File: config.mk
export PLATFORM = sky130hd
export DESIGN_NAME = axil_arbiter
export DESIGN_NICKNAME = d
export VERILOG_FILES = /design/src/rtl/axil_arbiter_pkg.sv /design/src/rtl/axil_arbiter.sv
export SDC_FILE = /design/constraint.sdc
export NUM_CORES = 1
export LEC_CHECK = 0
export CAP_MARGIN = 20
export CORE_AREA = 2 2 143 145
export CTS_CLUSTER_DIAMETER = 80
export DETAILED_ROUTE_END_ITERATION = 8
export DIE_AREA = 0 0 145 147
export HOLD_SLACK_MARGIN = 0.12
export PLACE_DENSITY_LB_ADDON = 0.2
export SYNTH_ARGS = -nofsm -noshare
export SYNTH_HDL_FRONTEND = slang
export SYNTH_SLANG_ARGS = --single-unit
File: constraint.sdc
create_clock -name clk -period 2.65 [get_ports clk]
set_clock_uncertainty 0.1 [all_clocks]
set_input_delay 0.3975 -clock clk [delete_from_list [all_inputs] [get_ports clk]]
set_output_delay 0.3975 -clock clk [all_outputs]
set_load 0.005 [all_outputs]
File: src/rtl/axil_arbiter_pkg.sv
// Shared types and constants for the two-master AXI-lite arbiter.
package axil_arbiter_pkg;

  typedef enum logic [2:0] {StIdle, StAr, StR, StWr, StB} state_e;
  typedef enum logic [1:0] {OwnNone, OwnIfu, OwnLsu} owner_e;

  localparam logic [1:0] RESP_OKAY   = 2'b00;
  localparam logic [1:0] RESP_DECERR = 2'b11;

  function automatic owner_e other_master(owner_e m);
    return (m == OwnIfu) ? OwnLsu : OwnIfu;
  endfunction

endpackage

File: src/rtl/axil_arbiter.sv
// Merges the IFU read port and LSU read/write port onto one AXI-lite master port.
// One transaction outstanding; ownership is held from grant until the response handshake.
module axil_arbiter
  import axil_arbiter_pkg::*;
#(
  parameter int unsigned ADDR_W = 32,
  parameter int unsigned DATA_W = 32
) (
  input  logic                clk,
  input  logic                rst,
  input  logic                ifu_arvalid,
  output logic                ifu_arready,
  input  logic [ADDR_W-1:0]   ifu_araddr,
  output logic                ifu_rvalid,
  input  logic                ifu_rready,
  output logic [DATA_W-1:0]   ifu_rdata,
  output logic [1:0]          ifu_rresp,
  input  logic                lsu_arvalid,
  output logic                lsu_arready,
  input  logic [ADDR_W-1:0]   lsu_araddr,
  output logic                lsu_rvalid,
  input  logic                lsu_rready,
  output logic [DATA_W-1:0]   lsu_rdata,
  output logic [1:0]          lsu_rresp,
  input  logic                lsu_awvalid,
  output logic                lsu_awready,
  input  logic [ADDR_W-1:0]   lsu_awaddr,
  input  logic                lsu_wvalid,
  output logic                lsu_wready,
  input  logic [DATA_W-1:0]   lsu_wdata,
  input  logic [DATA_W/8-1:0] lsu_wstrb,
  output logic                lsu_bvalid,
  input  logic                lsu_bready,
  output logic [1:0]          lsu_bresp,
  output logic                out_arvalid,
  input  logic                out_arready,
  output logic [ADDR_W-1:0]   out_araddr,
  input  logic                out_rvalid,
  output logic                out_rready,
  input  logic [DATA_W-1:0]   out_rdata,
  input  logic [1:0]          out_rresp,
  output logic                out_awvalid,
  input  logic                out_awready,
  output logic [ADDR_W-1:0]   out_awaddr,
  output logic                out_wvalid,
  input  logic                out_wready,
  output logic [DATA_W-1:0]   out_wdata,
  output logic [DATA_W/8-1:0] out_wstrb,
  input  logic                out_bvalid,
  output logic                out_bready,
  input  logic [1:0]          out_bresp
);

  state_e state_q, state_d;
  owner_e owner_q, owner_d;
  owner_e rr_q, rr_d;
  logic   aw_done_q, aw_done_d;
  logic   w_done_q, w_done_d;

  always_ff @(posedge clk or posedge rst) begin
    if (rst) begin
      state_q   <= StIdle;
      owner_q   <= OwnNone;
      rr_q      <= OwnLsu;
      aw_done_q <= 1'b0;
      w_done_q  <= 1'b0;
    end else begin
      state_q   <= state_d;
      owner_q   <= owner_d;
      rr_q      <= rr_d;
      aw_done_q <= aw_done_d;
      w_done_q  <= w_done_d;
    end
  end

  always_comb begin
    state_d     = state_q;
    owner_d     = owner_q;
    rr_d        = rr_q;
    aw_done_d   = aw_done_q;
    w_done_d    = w_done_q;
    ifu_arready = 1'b0;
    ifu_rvalid  = 1'b0;
    lsu_arready = 1'b0;
    lsu_rvalid  = 1'b0;
    lsu_awready = 1'b0;
    lsu_wready  = 1'b0;
    lsu_bvalid  = 1'b0;
    out_arvalid = 1'b0;
    out_rready  = 1'b0;
    out_awvalid = 1'b0;
    out_wvalid  = 1'b0;
    out_bready  = 1'b0;
    // Payloads are forwarded unconditionally; only the valids/readies are steered.
    out_araddr  = (owner_q == OwnIfu) ? ifu_araddr : lsu_araddr;
    out_awaddr  = lsu_awaddr;
    out_wdata   = lsu_wdata;
    out_wstrb   = lsu_wstrb;
    ifu_rdata   = out_rdata;
    ifu_rresp   = out_rresp;
    lsu_rdata   = out_rdata;
    lsu_rresp   = out_rresp;
    lsu_bresp   = out_bresp;

    unique case (state_q)
      StIdle: begin
        if (lsu_awvalid) begin
          owner_d = OwnLsu;
          state_d = StWr;
        end else if (ifu_arvalid && lsu_arvalid) begin
          owner_d = rr_q;
          rr_d    = other_master(rr_q);
          state_d = StAr;
        end else if (ifu_arvalid) begin
          owner_d = OwnIfu;
          rr_d    = OwnLsu;
          state_d = StAr;
        end else if (lsu_arvalid) begin
          owner_d = OwnLsu;
          rr_d    = OwnIfu;
          state_d = StAr;
        end
      end
      StAr: begin
        if (owner_q == OwnIfu) begin
          out_arvalid = ifu_arvalid;
          ifu_arready = out_arready;
        end else begin
          out_arvalid = lsu_arvalid;
          lsu_arready = out_arready;
        end
        if (out_arvalid && out_arready) state_d = StR;
      end
      StR: begin
        if (owner_q == OwnIfu) begin
          ifu_rvalid = out_rvalid;
          out_rready = ifu_rready;
        end else begin
          lsu_rvalid = out_rvalid;
          out_rready = lsu_rready;
        end
        if (out_rvalid && out_rready) begin
          owner_d = OwnNone;
          state_d = StIdle;
        end
      end
      StWr: begin
        out_awvalid = lsu_awvalid && !aw_done_q;
        lsu_awready = out_awready && !aw_done_q;
        out_wvalid  = lsu_wvalid && !w_done_q;
        lsu_wready  = out_wready && !w_done_q;
        aw_done_d   = aw_done_q || (out_awvalid && out_awready);
        w_done_d    = w_done_q || (out_wvalid && out_wready);
        if (aw_done_d && w_done_d) begin
          aw_done_d = 1'b0;
          w_done_d  = 1'b0;
          state_d   = StB;
        end
      end
      StB: begin
        lsu_bvalid = out_bvalid;
        out_bready = lsu_bready;
        if (out_bvalid && out_bready) begin
          owner_d = OwnNone;
          state_d = StIdle;
        end
      end
      default: begin
        owner_d = OwnNone;
        state_d = StIdle;
      end
    endcase
  end

endmodule

==> results of run 1 <==
[per-layer routing]
layer / wire, µm / vias to the layer above / GRT usage (%)
met5: 0 / - / 0
met4: 264 / 0 / 2.97
met3: 801 / 50 / 2.67
met2: 3220 / 140 / 9.93
met1: 2360 / 716 / 6.12
li1: - / 820 / -
[flip-flops by register name, indices dropped and copies added, names as in the netlist]
| name | cells |
|---|---|
| aw_done_q | 1 |
| state_q | 3 |
| rr_q | 2 |
| w_done_q | 1 |
| owner_q | 2 |
[per-stage QoR]
step	hold WS [ns]	cells
after detailed placement	0.455	565
after floorplan	0.125	317
after global routing	0.395	569
after CTS	0.386	569
after global placement	0.443	565
final	0.359	569
[cells by family (layout without fill, tap and decap cells)]
kind of cell,count (synthesis),in the layout,synth area share (%)
multiplexers,2,2,0.963
AND/OR/NAND/NOR,139,139,29.0
flip-flops,9,9,10.9
AO/OA/AOI/OAI,18,18,6.86
buffers and inverters,149,131,52.3
[cell usage in the layout (no fill, tap or decap), types with 2 or more instances in the layout]
cell type	n
dfrtp_1	8
a21oi_1	4
o2bb2ai_1	2
clkdlybuf4s50_1	121
nand3b_1	2
nor2_1	9
a22o_1	2
o21ai_0	3
nand2_1	108
buf_4	5
and2_1	2
nor3b_1	5
mux2i_1	2
nand2b_1	2
clkbuf_16	3
[worst max-delay path, stage by stage, from the launching register on]
cell and delay (ns):
dfrtp_1 0.46, nand3b_1 0.39, nor3b_1 0.31, clkdlybuf4s50_1 0.54
[what timing repair did]
action                                  CTS  global route
endpoints found under the setup margin    0             1
resized for setup                         0             1
endpoints found under the hold margin     0             0
[report_power, final]
group / internal [mW] / leakage [nW] / switching (mW) / total [mW]
sequential: 0.203 / 0.112 / 0.104 / 0.308
clock: 0.201 / 0.0382 / 0.0629 / 0.264
combinational: 0.663 / 0.914 / 0.496 / 1.16
[area by class of cell]
type / instances / share of cell area [%]
repair buffers: 126 / 46.7
multi-input cells: 159 / 29.2
inverters: 1 / 0.140
well taps: 270 / 12.6
flip-flops and latches: 9 / 8.46
clock buffers: 4 / 2.95
[final timing paths]
path / slack, ns / end / cells past startpoint
hold reg to reg: 0.45 / aw_done_q / 1
setup / recovery: 0.22 / lsu_wready / 3
min in group clk: 0.45 / aw_done_q / 1
setup reg to reg: 0.79 / owner_q[1] / 4
hold / removal: 0.36 / owner_q[0] / 2
max in group asynchronous: 1.78 / rr_q[1] / 2
==> impl_metrics.tcl, run 1 <==
set metrics [dict create \
    htree_levels 1 \
    post-cts-setup-buffers 0 \
    drc 0 \
    syn2layout_area_growth_pct 28.7 \
    yosysSeqAreaShare_pct 10.9 \
    io_pins 364 \
    drtIter0Drc 36 \
    slew_viol_final 0 \
    total_power_mw 1.73 \
    worst_setup_path_start_kind "flop" \
    rr_startpoint "state_q[2]" \
    startpoint "state_q[2]" \
    synth.largest_area_cell "buf_4" \
    core-area_mm2 0.0198 \
    port_buffers 121 \
    cp.required_ns 2.15 \
    worstMarginPinSlew_ns 0.444 \
    synth_fp_nets 499 \
    fin_crit_sh_pct 91.8 \
    clk_latency_ns 0.23 \
    final.setup.tns_ns 0 \
    dpl_worst_slack_ns 0.306 \
    fmax_mhz 411 \
    multi_input_area_um2 781 \
    row_count 52 \
    power_per_cell_area_mw_per_mm2 647 \
    ant_nets 0 \
    cts-root-buf "clkbuf_16" \
    synth_top_area_share_pct 49.8 \
    numCtsBuffers 3 \
    cts_sinks 9 \
    rsz0062_at_grt "false" \
    synth_commonest_cells "buf_4, nand2_1, nor2_1, dfrtp_1, nor3b_1" \
    synth_ff_type "dfrtp_1" \
    fp.dieW_um 145 \
    synth_cell_types 34 \
    grt_pass1_wl_um 10200 \
    vias 1726 \
    grt_start_max_net_pins 20 \
    arrival_ns 1.94 \
    post-synth-top-count-cell "buf_4" \
    status "finished, final reports clean" \
    hold_viol 0 \
    critPathKind "reg2out" \
    cp-end-kind "output port" \
    die_area_mm2 0.0213 \
    slew_headroom_pct 70.1 \
    seqCellArea_um2 226 \
    wl_um 6650 \
    ys_ff_latch 9 \
    fin_nets 482 \
    period_needed_ns 2.43 \
    cts_tree "yes" \
    gp_congestion 0.711 \
    design_area_mm2 0.00268 \
    drive_above_1_share_pct 5.02 \
    drv_cap 0 \
    cts_hold_buf 0 \
    post_dp_cell_area_mm2 0.00259 \
    final-setup-viol-count 0 \
    cts.path.max_buffers 2 \
    diodes 0 \
    ir_drop_mv 0.208 \
    hpwl_um 5630 \
    die_y_um 147 \
    syn_area_per_cell_um2 6.56 \
    worst_slack_ns 0.217 \
    routed_via_density 3.03 \
    initial_core_util_pct 10.5 \
    yosys-top-cells-area "buf_4, nand2_1, dfrtp_1" \
    firstDrtPassIters 4 \
    power_leakage_nw 1.06 \
    syn_inst 317 \
    synth-edff-count 0 \
    postLayoutCoreUtil_pct 13.5 \
    min_path_type "in2async" \
    clk_pin_slew_ns 0.04 \
    wl_per_cell_um 11.7 \
    grt_pass1_vias 1825 \
    antenna_found_initial 0 \
    async_reset_ff_share_pct 100 \
    cp_max_fo 9 \
    grt.total_usage_pct 5.84 \
    gr-total-overflow 0 \
    fillers 2297 \
    yosys_warnings 0 \
    netlist_area_mm2 0.00208 \
]
Power figures use the tool's default switching activity.
==> run 2: changes to the inputs <==
PLACE_DENSITY_LB_ADDON = 0.12   (was 0.2)
==> run 2 against run 1 <==
Sequential share of layout area shrank 0.12 points. Utilization increased by 0.19 points. Maximum frequency shrank 2.9%. Power up 4.5%. Final cell count rose by 0.70%. Setup slack got worse by 0.072 ns. Critical path depth is the same. Non-clock buffer count is 4 higher. Wire length rose by 7.8%. Hold slack lost 0.014 ns. Die area stayed put. Combinational power grew 6%. Critical path type unchanged. Critical endpoint is now out_rready.
==> impl_metrics.tcl, run 2 (same netlist as run 1, synthesis figures left out) <==
set metrics [dict create \
    clk_latency_ns 0.23 \
    crit_buf_inv 1 \
    crit_slowest_cell "clkdlybuf4s50_1" \
    path_cells "nor3b_1, a21boi_0, clkdlybuf4s50_1" \
    worst_hold_slack_ns 0.345 \
    vias 1775 \
    pwr-share-comb_pct 68.0 \
    core-area_mm2 0.0198 \
    fin_nets 486 \
    gp_congestion 0.653 \
    die_y_um 147 \
    grt.total_usage_pct 6.23 \
    p_seq_share_pct 17.2 \
    drc 0 \
    power_per_cell_area_mw_per_mm2 667 \
    dr.max_layer_used "met4" \
    die_area_mm2 0.0213 \
    drv_cap 0 \
    critPathKind "reg2out" \
    antenna_found_initial 0 \
    p_clk_share_pct 14.8 \
    fin_crit_sh_pct 94.5 \
    grt_pass1_wl_um 10500 \
    largest_reg_flops 3 \
    fmax_mhz 399 \
    multi_input_area_um2 776 \
    largest_register "state_q" \
    p_sw_share_pct 39.0 \
    fillers 2288 \
    cp-end-kind "output port" \
    io_pins 364 \
    ir_drop_mv 0.297 \
    wl_per_cell_um 12.5 \
    rsz0062_at_grt "false" \
    initial_core_util_pct 10.5 \
    firstDrtPassIters 4 \
    drive_above_1_share_pct 5.94 \
    crit_family "buffers and inverters" \
    syn2layout_area_growth_pct 30.5 \
    final-setup-viol-count 0 \
    slew_headroom_pct 69.0 \
    arrival_ns 2.01 \
    postLayoutCoreUtil_pct 13.7 \
    wl_um 7170 \
    ant_nets 0 \
    wl_met3_um 946 \
    wl_met1_um 2650 \
    worst_setup_path_start_kind "flop" \
    power_leakage_nw 1.08 \
    diodes 0 \
    cts_sinks 9 \
    min_path_type "in2async" \
    status "finished, final reports clean" \
    fp.dieW_um 145 \
    hpwl_um 5810 \
    drtIter0Drc 29 \
    final_common_cell "clkdlybuf4s50_1" \
    final_cell_count_no_fill 573 \
    routed_via_density 3.10 \
    slowest_delay_ns 0.55 \
    seqCellArea_um2 226 \
    port_buffers 121 \
    gr-total-overflow 0 \
    period_needed_ns 2.50 \
    dr_wl_met2_um 3240 \
    p_sw_mw 0.706 \
    cts_hold_buf 0 \
    cp.required_ns 2.15 \
    final_cell_mix "clkdlybuf4s50_1, nand2_1, nor2_1, dfrtp_1, buf_4" \
    slew_viol_final 0 \
    htree_levels 1 \
    top_regs "state_q (3), owner_q (2), rr_q (2)" \
    cp_max_fo 10 \
    row_count 52 \
    hold_viol 0 \
    grt_pass1_vias 1849 \
    final.setup.tns_ns 0 \
    worstMarginPinSlew_ns 0.461 \
    dp_cells 566 \
    numCtsBuffers 3 \
    cts.path.max_buffers 2 \
    cts_tree "yes" \
    cts-root-buf "clkbuf_16" \
    p_int_mw 1.10 \
    clk_pin_slew_ns 0.04 \
    grt_start_max_net_pins 25 \
]
## run 2: cell count changes in the layout (fill, tap and decap cells not counted), sizes merged
cell	before	now
buf	5	9
## run 2: power by group through the flow
stage | Sequential [mW] | Combinational [mW] | Clock (mW)
6_report | 0.311 | 1.23 | 0.267
3_5_place_dp | 0.313 | 1.23 | 0
4_1_cts | 0.311 | 1.24 | 0.276
5_1_grt | 0.324 | 1.37 | 0.286
3_3_place_gp | 0.315 | 1.24 | 0
2_1_floorplan | 0.245 | 0.748 | 0
## run 2: worst reg2reg max path: stages, from the launching register on
cell and delay [ns]:
dfrtp_1 0.49, or4_4 0.56, o311ai_4 0.30, nor4_2 0.08, a22o_1 0.23
## run 2: what timing repair did
item / 4_1_cts / 5_1_grt
resized for setup: 0 / 0
setup endpoints to repair: 0 / 2
setup buffers: 0 / 3
## run 2: path summary, 6_finish.rpt
path,slack (ns),endpoint,start,depth (start not counted)
min reg2reg,0.45,rr_q[1],rr_q[1],2
max reg2reg,0.77,owner_q[1],state_q[1],4
max,0.15,out_rready,state_q[1],3
min,0.34,aw_done_q,rst,2
min in group clk,0.45,rr_q[1],rr_q[1],2
max in group asynchronous,1.79,rr_q[1],rst,2
## run 2: routing by layer
layer,up-vias,GRT usage (%)
li1,826,-
met1,790,6.78
met2,121,9.76
met3,38,3.35
met4,0,3.42
met5,-,0
## run 2: stage by stage
| step | cell area [µm²] | power (mW) | setup WS (ns) |
|---|---|---|---|
| after global routing | 2710 | 1.98 | 0.0352 |
| after CTS | 2690 | 1.82 | 0.143 |
| after floorplan | 2080 | 0.993 | 0.885 |
| final | 2710 | 1.81 | 0.145 |
| after global placement | 2610 | 1.55 | 0.393 |
| after detailed placement | 2610 | 1.54 | 0.386 |
## run 2: cell type report
class                   count  share of cell area (%)
repair buffers            130                    47.6
multi-input cells         159                    28.6
well taps                 270                    12.4
flip-flops and latches      9                    8.34
clock buffers               4                    2.90
inverters                   1                   0.138
